File: src/rtl/joy_pkg.sv
// Shared pad definitions: bit positions of the MXYZ SACB RLDU word plus the
// opposing-direction cleaner used by the conditioner.
package joy_pkg;

    localparam int JOY_W = 12;

    localparam int JOY_U = 0;
    localparam int JOY_D = 1;
    localparam int JOY_L = 2;
    localparam int JOY_R = 3;
    localparam int JOY_B = 4;
    localparam int JOY_C = 5;
    localparam int JOY_A = 6;
    localparam int JOY_S = 7;
    localparam int JOY_Z = 8;
    localparam int JOY_Y = 9;
    localparam int JOY_X = 10;
    localparam int JOY_M = 11;

    // Wide enough for DEB_TICKS / AF_HALF up to 15.
    localparam int CNT_W = 4;

    typedef logic [JOY_W-1:0] joy_word_t;

    // Positive-logic word in, opposing direction pairs cancelled out.
    function automatic joy_word_t socd_clean(input joy_word_t p);
        joy_word_t w;
        w = p;
        if (p[JOY_U] && p[JOY_D]) begin
            w[JOY_U] = 1'b0;
            w[JOY_D] = 1'b0;
        end
        if (p[JOY_L] && p[JOY_R]) begin
            w[JOY_L] = 1'b0;
            w[JOY_R] = 1'b0;
        end
        return w;
    endfunction

endpackage

File: src/rtl/joy_debounce_bit.sv
// One debounced pad line: the stable level flips only after the raw level has
// disagreed with it on DEB_TICKS consecutive sample ticks.
module joy_debounce_bit
    import joy_pkg::*;
#(
    parameter int DEB_TICKS = 4
) (
    input  logic clk,
    input  logic reset,
    input  logic tick,
    input  logic raw,
    output logic stable
);

    logic             s_q;
    logic             s_d;
    logic [CNT_W-1:0] c_q;
    logic [CNT_W-1:0] c_d;
    logic [CNT_W:0]   c_inc;

    always_comb begin
        s_d   = s_q;
        c_d   = c_q;
        c_inc = {1'b0, c_q} + (CNT_W+1)'(1);
        if (tick) begin
            if (raw == s_q) begin
                c_d = '0;
            end else if (c_inc == (CNT_W+1)'(DEB_TICKS)) begin
                s_d = raw;
                c_d = '0;
            end else begin
                c_d = c_inc[CNT_W-1:0];
            end
        end
    end

    always_ff @(posedge clk) begin
        if (reset) begin
            s_q <= 1'b1;
            c_q <= '0;
        end else begin
            s_q <= s_d;
            c_q <= c_d;
        end
    end

    assign stable = s_q;

endmodule

File: src/rtl/joy_conditioner.sv
// Two-player pad conditioner: input register, per-bit debounce, SOCD cleaning,
// per-player autofire on B, registered positive-logic outputs and change strobe.
module joy_conditioner
    import joy_pkg::*;
#(
    parameter int DEB_TICKS = 4,
    parameter int AF_HALF   = 3
) (
    input  logic             clk,
    input  logic             reset,
    input  logic             line_tick,
    input  logic             frame_tick,
    input  logic [JOY_W-1:0] joy1_n,
    input  logic [JOY_W-1:0] joy2_n,
    input  logic [1:0]       af_en,
    output logic [JOY_W-1:0] joy1,
    output logic [JOY_W-1:0] joy2,
    output logic             chg
);

    joy_word_t raw_q    [2];
    joy_word_t raw_d    [2];
    joy_word_t stable_w [2];
    joy_word_t joy_q    [2];
    joy_word_t joy_d    [2];
    logic      chg_q;
    logic      chg_d;

    always_comb begin
        raw_d[0] = joy1_n;
        raw_d[1] = joy2_n;
    end

    // Raw resets to "all released" so nothing starts counting during reset.
    always_ff @(posedge clk) begin
        if (reset) begin
            raw_q[0] <= '1;
            raw_q[1] <= '1;
        end else begin
            raw_q[0] <= raw_d[0];
            raw_q[1] <= raw_d[1];
        end
    end

    genvar gp;
    genvar gi;
    generate
        for (gp = 0; gp < 2; gp++) begin : g_player
            for (gi = 0; gi < JOY_W; gi++) begin : g_bit
                joy_debounce_bit #(
                    .DEB_TICKS (DEB_TICKS)
                ) u_deb (
                    .clk    (clk),
                    .reset  (reset),
                    .tick   (line_tick),
                    .raw    (raw_q[gp][gi]),
                    .stable (stable_w[gp][gi])
                );
            end

            joy_word_t        pressed;
            joy_word_t        clean;
            joy_word_t        joy_next;
            logic             ph_q;
            logic             ph_d;
            logic [CNT_W-1:0] ac_q;
            logic [CNT_W-1:0] ac_d;
            logic [CNT_W:0]   ac_inc;

            assign pressed = ~stable_w[gp];
            assign clean   = socd_clean(pressed);

            // Autofire keys off the debounced B from before this edge, so a
            // same-cycle debounce flip is only seen one cycle later.
            always_comb begin
                ph_d     = ph_q;
                ac_d     = ac_q;
                joy_next = clean;
                ac_inc   = {1'b0, ac_q} + (CNT_W+1)'(1);
                if (!af_en[gp] || !pressed[JOY_B]) begin
                    ph_d = 1'b1;
                    ac_d = '0;
                end else begin
                    joy_next[JOY_B] = ph_q;
                    if (frame_tick) begin
                        if (ac_inc == (CNT_W+1)'(AF_HALF)) begin
                            ph_d = ~ph_q;
                            ac_d = '0;
                        end else begin
                            ac_d = ac_inc[CNT_W-1:0];
                        end
                    end
                end
            end

            always_ff @(posedge clk) begin
                if (reset) begin
                    ph_q <= 1'b1;
                    ac_q <= '0;
                end else begin
                    ph_q <= ph_d;
                    ac_q <= ac_d;
                end
            end

            assign joy_d[gp] = joy_next;
        end
    endgenerate

    always_comb begin
        chg_d = (joy_d[0] != joy_q[0]) || (joy_d[1] != joy_q[1]);
    end

    always_ff @(posedge clk) begin
        if (reset) begin
            joy_q[0] <= '0;
            joy_q[1] <= '0;
            chg_q    <= 1'b0;
        end else begin
            joy_q[0] <= joy_d[0];
            joy_q[1] <= joy_d[1];
            chg_q    <= chg_d;
        end
    end

    assign joy1 = joy_q[0];
    assign joy2 = joy_q[1];
    assign chg  = chg_q;

endmodule
File: config.mk
export PLATFORM = sky130hd
export DESIGN_NAME = joy_conditioner
export DESIGN_NICKNAME = d
export VERILOG_FILES = /design/src/rtl/joy_pkg.sv /design/src/rtl/joy_debounce_bit.sv /design/src/rtl/joy_conditioner.sv
export SDC_FILE = /design/constraint.sdc
export NUM_CORES = 1
export LEC_CHECK = 0
export BUFFER_PORTS_ARGS = -buffer_cell sky130_fd_sc_hd__buf_2
export CORE_MARGIN = 5
export CORE_UTILIZATION = 40
export DETAILED_ROUTE_END_ITERATION = 8
export SKIP_CTS_REPAIR_TIMING = 1
export SYNTH_ARGS = -nofsm -noshare
export SYNTH_HDL_FRONTEND = slang
export SYNTH_SLANG_ARGS = --single-unit
export TNS_END_PERCENT = 50
File: constraint.sdc
create_clock -name clk -period 1.8 [get_ports clk]
set_input_delay 0.18 -clock clk [delete_from_list [all_inputs] [get_ports clk]]
set_output_delay 0.18 -clock clk [all_outputs]
set_load 0.01 [all_outputs]
# Word level (Yosys, flattened, before mapping)
# Memories as Yosys holds them, arrays and structs flattened.
# Cells that the tools add are included.
[totals]
register_bits = 131
ramBits = 48
in_bits = 30
output_inout_bits = 25
elab_cells = 267
memories = 2
[memory_table]
columns = ["memory", "words", "width", "rd", "rd_clocked_by_memory_dff", "wr", "line_no", "text"]
rows = [
  ["joy_q", 2, 12, 2, 0, 2, "joy_conditioner.sv:24", "joy_word_t joy_q [2];"],
  ["raw_q", 2, 12, 2, 0, 2, "joy_conditioner.sv:21", "joy_word_t raw_q [2];"],
]
[classes]
n_addsub = 26
eq_ne = 52
mux = 63
bitwise_logic = 32
reduce_logical = 39
[ops]
columns = ["operator", "count"]
rows = [
  ["$mux 4", 50],
  ["$add 4x1->5 const B", 26],
  ["$eq 5x3->1 const B", 24],
  ["$reduce_and 3->1", 24],
  ["$mux 12", 4],
  ["$not 1->1", 26],
  ["$eq 1x1->1", 24],
  ["$ne 12x12->1", 2],
  ["$not 12->12", 2],
  ["$eq 5x2->1 const B", 2],
  ["$mux 2", 4],
  ["$mux 1", 5],
  ["$logic_and 1x1->1", 4],
  ["$logic_not 1->1", 4],
  ["$or 1x1->1", 4],
  ["$reduce_and 2->1", 2],
  ["$reduce_or 2->1", 2],
  ["$logic_or 1x1->1", 3],
]

# Longest topological paths before layout
# Gate-level depths: netlist (run 1).
[logic_depth]
ltp_word = 6
mapped_depth = 6
mapped_depth_nobuf = 5

# Modules after synthesis
# Synthesis (run 1) repeated with hierarchy kept, for this count alone.
[hier_totals]
cells_unflattened = 878
hier_area_um2 = 8423.1
[modules_own_cells]
columns = ["module", "instances", "cells_per_inst", "area_per_inst_um2", "seq_area_each_um2"]
rows = [
  ["joy_debounce_bit", 24, 28, 264.0, 100.1],
  ["joy_conditioner", 1, 206, 2087.0, 1181.1],
]

# Worst setup path before layout (run 1)
# OpenSTA, ideal clock, no wires.
[synth_timing]
path_kind = "reg2reg"
startpoint = "register g_player[0].g_bit[2].u_deb.s_q"
endpoint = "register chg_q, in the netlist chg"
setup_ns = 0.142
arrival_ns = 1.262
t_required_ns = 1.658
slack_ns = 0.396
path_stages_with_launch = 6
synth_period_minus_slack_ns = 1.404
path_cell_list = "dfxtp_1 > buf_6 > nor2b_1 > o32a_1 > a2111oi_2 > a41oi_1"
[synth_between]
elab_chain_len = 5
[synth_lines]
columns = ["item", "line_no", "text"]
rows = [
  ["start, declared", "joy_debounce_bit.sv:15", "logic s_q;"],
  ["start signal, assigned", "joy_debounce_bit.sv:39", "s_q <= 1'b1;"],
  ["start signal, assigned", "joy_debounce_bit.sv:42", "s_q <= s_d;"],
  ["$not 12->12 *", "joy_conditioner.sv:70", "assign pressed = ~stable_w[gp];"],
  ["$logic_and 1x1->1", "joy_pkg.sv:33", "if (p[JOY_L] && p[JOY_R]) begin"],
  ["$mux 2 *", "joy_pkg.sv:33", ""],
  ["$ne 12x12->1 *", "joy_conditioner.sv:111", "chg_d = (joy_d[0] != joy_q[0]) || (joy_d[1] != joy_q[1]);"],
  ["$logic_or 1x1->1 *", "joy_conditioner.sv:111", ""],
  ["end signal, assigned", "joy_conditioner.sv:122", "chg_q <= chg_d;"],
  ["end, declared", "joy_conditioner.sv:26", "logic chg_q;"],
]
# Every way passes the cells marked *; elsewhere a longest branch is shown, timed or not.
# A chain may end at the register's enable or synchronous reset.

# Worst setup path in the final report (run 1)
[layout_timing]
startpoint = "register g_player[0].g_bit[0].u_deb.s_q"
endpoint = "register chg_q, in the netlist chg"
[layout_between]
elab_chain_len = 5
[layout_lines]
columns = ["item", "line_no", "text"]
rows = [
  ["start, declared", "joy_debounce_bit.sv:15", ""],
  ["start signal, assigned", "joy_debounce_bit.sv:39", ""],
  ["start signal, assigned", "joy_debounce_bit.sv:42", ""],
  ["$not 12->12 *", "joy_conditioner.sv:70", ""],
  ["$logic_and 1x1->1", "joy_pkg.sv:29", "if (p[JOY_U] && p[JOY_D]) begin"],
  ["$mux 2 *", "joy_pkg.sv:29", ""],
  ["$ne 12x12->1 *", "joy_conditioner.sv:111", ""],
  ["$logic_or 1x1->1 *", "joy_conditioner.sv:111", ""],
]
# Marks and branches as above.

==> results of run 1 <==
==> placed cells by master (no fill, tap or decap), drive strengths merged, types with 3 or more instances in the layout <==
master         n
a2111oi        5
a21boi        21
a21oi         76
a311o         22
a32oi         24
and3          25
and3b         24
buf           65
clkbuf        24
clkinvlp       3
dfxtp        179
dlygate4sd3   24
ha            28
inv            5
nand2         54
nand2b         6
nand3         24
nand4          4
nand4b        24
nor2          82
nor2b          5
nor3           9
nor3b         24
nor4          22
o21ai         51
or2           24
or3b           5
xnor2         32
xor2          36
==> logic make-up (layout without fill, tap and decap cells) <==
logic type / after synthesis / count (layout) / share of synthesized area (%)
AOI/OAI and AO/OA: 211 / 211 / 17.1
muxes: 1 / 1 / 0.124
adders and majority gates: 28 / 28 / 4.35
and+or+nand+nor: 338 / 338 / 23.6
buffers and inverters: 55 / 124 / 2.89
xor gates and xnor gates: 68 / 68 / 7.40
DFF: 179 / 179 / 44.5
==> where the power goes <==
part	switching, mW	leakage, nW	internal (mW)	total (mW)
logic	0.253	1.87	0.183	0.436
registers	0.0578	1.45	4.02	4.07
clock network	1.51	0.285	2.23	3.74
==> area by class of cell <==
class                   count  area, um^2
repair buffers             89         661
clock buffers              24         502
clock inverters             7        96.3
multi-input cells         646        4240
inverters                   4        15.0
fillers                  1968       10200
well taps                 265         332
flip-flops and latches    179        3580
==> stage by stage <==
| stage | worst slack (ns) | util [%] | hold slack [ns] | power, mW |
|---|---|---|---|---|
| after global placement | 0.152 | 43.7 | 0.362 | 4.56 |
| after floorplan | 0.396 | - | 0.284 | 4.43 |
| after CTS | 0.156 | 46.7 | -0.0877 | 8.31 |
| after global routing | 0.0423 | 48.0 | 0.132 | 8.58 |
| final | 0.240 | 48.0 | 0.0972 | 8.24 |
| after detailed placement | 0.170 | 43.7 | 0.364 | 4.56 |
==> synth_stat cells <==
| master | count | area (um^2) |
|---|---|---|
| inv_1 | 3 | 11.3 |
| a211o_1 | 2 | 17.5 |
| a311o_1 | 22 | 220 |
| dfxtp_1 | 179 | 3580 |
| o41ai_1 | 1 | 8.76 |
| buf_6 | 2 | 22.5 |
| and2_1 | 2 | 12.5 |
| a32oi_1 | 24 | 210 |
| nor2_1 | 82 | 308 |
| nand3_1 | 24 | 120 |
| buf_1 | 5 | 18.8 |
| and3b_1 | 24 | 210 |
| nor2b_1 | 5 | 31.3 |
| a21boi_0 | 21 | 158 |
| a2111oi_2 | 1 | 15.0 |
| a21oi_1 | 76 | 380 |
| or2_2 | 24 | 150 |
| nand4_1 | 4 | 25.0 |
| nand3b_1 | 2 | 15.0 |
| a22o_1 | 1 | 8.76 |
| o32a_1 | 1 | 10.0 |
| or3b_1 | 5 | 43.8 |
| a211oi_1 | 2 | 15.0 |
| o21ai_0 | 51 | 255 |
| or3_1 | 1 | 6.26 |
| clkbuf_1 | 35 | 131 |
| xnor2_1 | 32 | 280 |
| nand2_1 | 54 | 203 |
| a41oi_1 | 1 | 8.76 |
| o21ba_2 | 2 | 20.0 |
| o21bai_1 | 2 | 15.0 |
| xor2_1 | 36 | 315 |
| nor3_1 | 9 | 45.0 |
| nor3b_1 | 24 | 180 |
| a2111oi_0 | 4 | 35.0 |
| and4b_1 | 1 | 10.0 |
| nor4_1 | 22 | 138 |
| nand4b_1 | 24 | 210 |
| and3_1 | 25 | 156 |
| mux2i_1 | 1 | 10.0 |
| buf_2 | 9 | 45.0 |
| inv_2 | 1 | 3.75 |
| ha_1 | 28 | 350 |
| nand2b_1 | 6 | 37.5 |
==> sequential cells by signal, indices dropped and copies added, names as in the netlist <==
| name | count |
|---|---|
| raw_q | 24 |
| g_player.ac_q | 8 |
| g_player.g_bit.u_deb.c_q | 96 |
| g_player.ph_q | 2 |
| chg | 1 |
| joy_q | 24 |
| g_player.g_bit.u_deb.stable | 24 |
==> per-layer routing <==
layer	wire [um]	vias up	global-route usage, %
met5	0	-	0
met4	203	0	4.07
met2	7430	67	22.2
met1	8370	2976	18.8
li1	-	3315	-
met3	572	17	3.89
==> final timing paths <==
check | cells after the start | end
worst max-delay path | 4 | chg
worst min register to register | 2 | g_player[0].g_bit[5].u_deb.c_q[1]
worst max register to register | 4 | chg
worst min-delay path | 3 | g_player[0].ac_q[3]
==> worst min-delay path: stages <==
cell	delay (ns)
buf_2	0.09
nand2_1	0.11
nor2_1	0.11
==> impl_metrics.tcl, run 1 <==
set metrics [dict create \
    outcome "complete, no violations" \
    core_mm2 0.0197 \
    port_buffers 54 \
    cts_sinks 179 \
    yosysSeqAreaShare_pct 44.5 \
    cp_top_family "compound AO/OA/AOI/OAI gates" \
    tightest_slew_ns 0.513 \
    postSynthCellCount 880 \
    place_congestion 0.770 \
    maxCapViolCount 0 \
    rsz0062_at_grt "no" \
    min_period_ns 1.56 \
    grt_max_degree 80 \
    end_kind "flop" \
    clock_latency_ns 0.43 \
    ys_ff_latch 179 \
    cts_buffer_depth 2 \
    setup-tns-final_ns 0 \
    cts-root-buf "clkbuf_16" \
    synth_fp_nets 938 \
    max_stage_delay_ns 0.49 \
    leakage_nw 3.61 \
    synth_area_mm2 0.00805 \
    stdcell_count 1214 \
    cp.required_ns 2.08 \
    ant_nets 0 \
    wl_per_cell_um 13.7 \
    skew_ns 0.00889 \
    cts_tree "done" \
    grt_pass1_wl_um 27600 \
    crit_chain "nand2b_1 -> a2111oi_0 -> and3_1 -> a41oi_1" \
    first_pass_iters 6 \
    maxSlewViolCount 0 \
    vdd_drop_max_mv 0.481 \
    viasPerCell 5.25 \
    io_pins 55 \
    timing.critical_path.buf_inv 0 \
    syn_avg_cell_area_um2 9.15 \
    path_max_fanout 5 \
    timing.fmax_ghz 0.641 \
    antenna_found_initial 0 \
    rows 51 \
    track_usage_pct 14.0 \
    critPathKind "reg -> reg" \
    slowest_stage "a2111oi_0" \
    die_y_um 152 \
    die_area_mm2 0.0231 \
    setup_violations 0 \
    dp.cells 1159 \
    worst_hold_path_type "in -> reg" \
    start_kind "flop" \
    overflow 0 \
    place_area_mm2 0.00859 \
    dieWidth_um 152 \
    vias 6375 \
    drtIter0Drc 427 \
    ctsHtreeMaxLevel 4 \
    hp-start "af_en[0]" \
    rr_startpoint "g_player[0].g_bit[0].u_deb.stable" \
    p_per_area_mw_per_mm2 875 \
    drive_gt1_share_pct 13.0 \
    cts_buffers 17 \
    start_util_pct 41.0 \
    synth_cell_types 44 \
    cp.arrival_ns 1.84 \
    antenna_cells 0 \
    grt_pass1_vias 5659 \
    r2r_slack_ns 0.24 \
    stdcell_area_mm2 0.00942 \
    hold_viol_final 0 \
    startpoint "g_player[0].g_bit[0].u_deb.stable" \
    areaGrowthSynthToFinish_pct 17.0 \
    yosys_warnings 0 \
    max_slew_margin_pct 65.8 \
    final_nets 995 \
    clk_pin_slew_worst_paths_ns 0.06 \
    finalWirelength_um 16600 \
    dp_hpwl_um 10900 \
    fin_crit_sh_pct 86.7 \
    drc 0 \
]
No activity file was read; power rests on OpenSTA's default activity.
==> run 2, diff against run 1 <==
--- a/config.mk
+++ b/config.mk
@@ -6,7 +6,6 @@
 export NUM_CORES = 1
 export LEC_CHECK = 0
 export BUFFER_PORTS_ARGS = -buffer_cell sky130_fd_sc_hd__buf_2
-export CORE_MARGIN = 5
 export CORE_UTILIZATION = 40
 export DETAILED_ROUTE_END_ITERATION = 8
 export SKIP_CTS_REPAIR_TIMING = 1
==> run 2 against run 1 <==
  * Sequential power barely moved
  * Via count rose by 0.33%
  * Register-to-register slack got worse by 0.05 ns
  * Critical endpoint unchanged
  * Count of clock-buffer cells in the layout fell by 1
  * Global-route usage rose by 2.5 points
  * Final cell count barely moved
  * Combinational power barely moved
  * Sequential share of layout area fell by 0.11 points
==> impl_metrics.tcl, run 2 (synthesis results as in run 1) <==
set metrics [dict create \
    cp.arrival_ns 1.91 \
    core_mm2 0.0196 \
    ant_nets 0 \
    dp_hpwl_um 10800 \
    maxSlewViolCount 0 \
    stdcell_area_mm2 0.00945 \
    outcome "complete, no violations" \
    grt_pass1_wl_um 27300 \
    cp.required_ns 2.10 \
    cts_buffer_depth 2 \
    p_clk_share_pct 47.1 \
    die_y_um 144 \
    drtIter0Drc 279 \
    start_kind "flop" \
    start_util_pct 41.1 \
    skew_ns 0.00610 \
    comb_power_share_pct 5.1 \
    dieWidth_um 144 \
    clock_latency_ns 0.42 \
    largest_register_ffs 96 \
    p_int_mw 6.70 \
    min_period_ns 1.62 \
    p_switching_mw 1.83 \
    whs_ns 0.110 \
    grt_max_degree 90 \
    cts_tree "done" \
    place_congestion 0.773 \
    leakage_nw 3.62 \
    worst_hold_path_type "in -> reg" \
    sw_frac_of_total_pct 21.4 \
    path_max_fanout 5 \
    p_per_area_mw_per_mm2 903 \
    top_register "g_player.g_bit.u_deb.c_q" \
    pwr-share-seq_pct 47.7 \
    ctsHtreeMaxLevel 4 \
    place_area_mm2 0.00858 \
    cts_sinks 179 \
    tightest_slew_ns 0.582 \
    first_pass_iters 5 \
    setup-tns-final_ns 0 \
    fin_crit_sh_pct 89.7 \
    setup_violations 0 \
    hold_viol_final 0 \
    wl_per_cell_um 13.5 \
    mostFrequentLayoutCell "dfxtp_1" \
    rsz0062_at_grt "no" \
    fillCellCount 1863 \
    die_area_mm2 0.0207 \
    grt_pass1_vias 5736 \
    track_usage_pct 16.6 \
    vdd_drop_max_mv 0.555 \
    max_slew_margin_pct 60.2 \
    antenna_found_initial 0 \
    finalWirelength_um 16400 \
    final_nets 994 \
    overflow 0 \
    antenna_cells 0 \
    clk_pin_slew_worst_paths_ns 0.07 \
    viasPerCell 5.27 \
    vias 6396 \
    drive_gt1_share_pct 12.6 \
    io_pins 55 \
    maxCapViolCount 0 \
    rows 51 \
    cts-root-buf "clkbuf_16" \
    cts_buffers 17 \
    drc 0 \
    final_cell_mix "dfxtp_1, nor2_1, a21oi_1" \
    end_kind "flop" \
    areaGrowthSynthToFinish_pct 17.4 \
    timing.fmax_ghz 0.619 \
    port_buffers 54 \
    critPathKind "reg -> reg" \
]
run 2: through the flow:
stage	total power, mW	utilization (%)	setup WS, ns	instances
final	8.53	48.2	0.185	1213
after global routing	8.87	48.2	0.0971	1213
after CTS	8.59	47.0	0.130	1189
after detailed placement	4.56	43.8	0.139	1158
after global placement	4.56	43.8	0.122	1158
after floorplan	4.43	-	0.396	880
run 2: power groups by stage:
| stage | clock [mW] | combinational (mW) | sequential [mW] |
|---|---|---|---|
| 3_5_place_dp | 0 | 0.400 | 4.16 |
| 6_report | 4.02 | 0.437 | 4.07 |
| 2_1_floorplan | 0 | 0.283 | 4.15 |
| 5_1_grt | 4.30 | 0.493 | 4.08 |
| 3_3_place_gp | 0 | 0.400 | 4.16 |
| 4_1_cts | 4.12 | 0.402 | 4.07 |
run 2: path summary, 6_finish.rpt:
kind                                                        start                           endpoint  slack, ns  cells after the start
worst min-delay path                                     af_en[1]                g_player[1].ac_q[3]       0.11                      3
worst min register to register  g_player[1].g_bit[8].u_deb.c_q[1]  g_player[1].g_bit[8].u_deb.c_q[1]       0.48                      2
worst max-delay path            g_player[0].g_bit[0].u_deb.stable                                chg       0.18                      4
worst max register to register  g_player[0].g_bit[0].u_deb.stable                                chg       0.18                      4
run 2: routing by layer:
| metal | routed length [um] | global-route usage, % |
|---|---|---|
| met1 | 8090 | 21.5 |
| met4 | 136 | 5.15 |
| met2 | 7560 | 26.6 |
| met5 | 0 | 0 |
| met3 | 566 | 4.40 |
run 2: cell type report:
| class | count | area (um^2) | share of cell area, % |
|---|---|---|---|
| inverter | 4 | 15.0 | 0.159 |
| multi-input combinational | 646 | 4240 | 44.8 |
| tap | 265 | 332 | 3.51 |
| sequential | 179 | 3580 | 37.9 |
| clock buffer | 23 | 458 | 4.85 |
| timing repair buffer | 88 | 653 | 6.91 |
| clock inverter | 8 | 175 | 1.85 |
run 2: worst max-delay path, cell delays in order (launching register included):
cell and delay [ns]:
dfxtp_1 0.37, nand2b_1 0.20, a2111oi_0 0.59, and3_1 0.25, a41oi_1 0.09
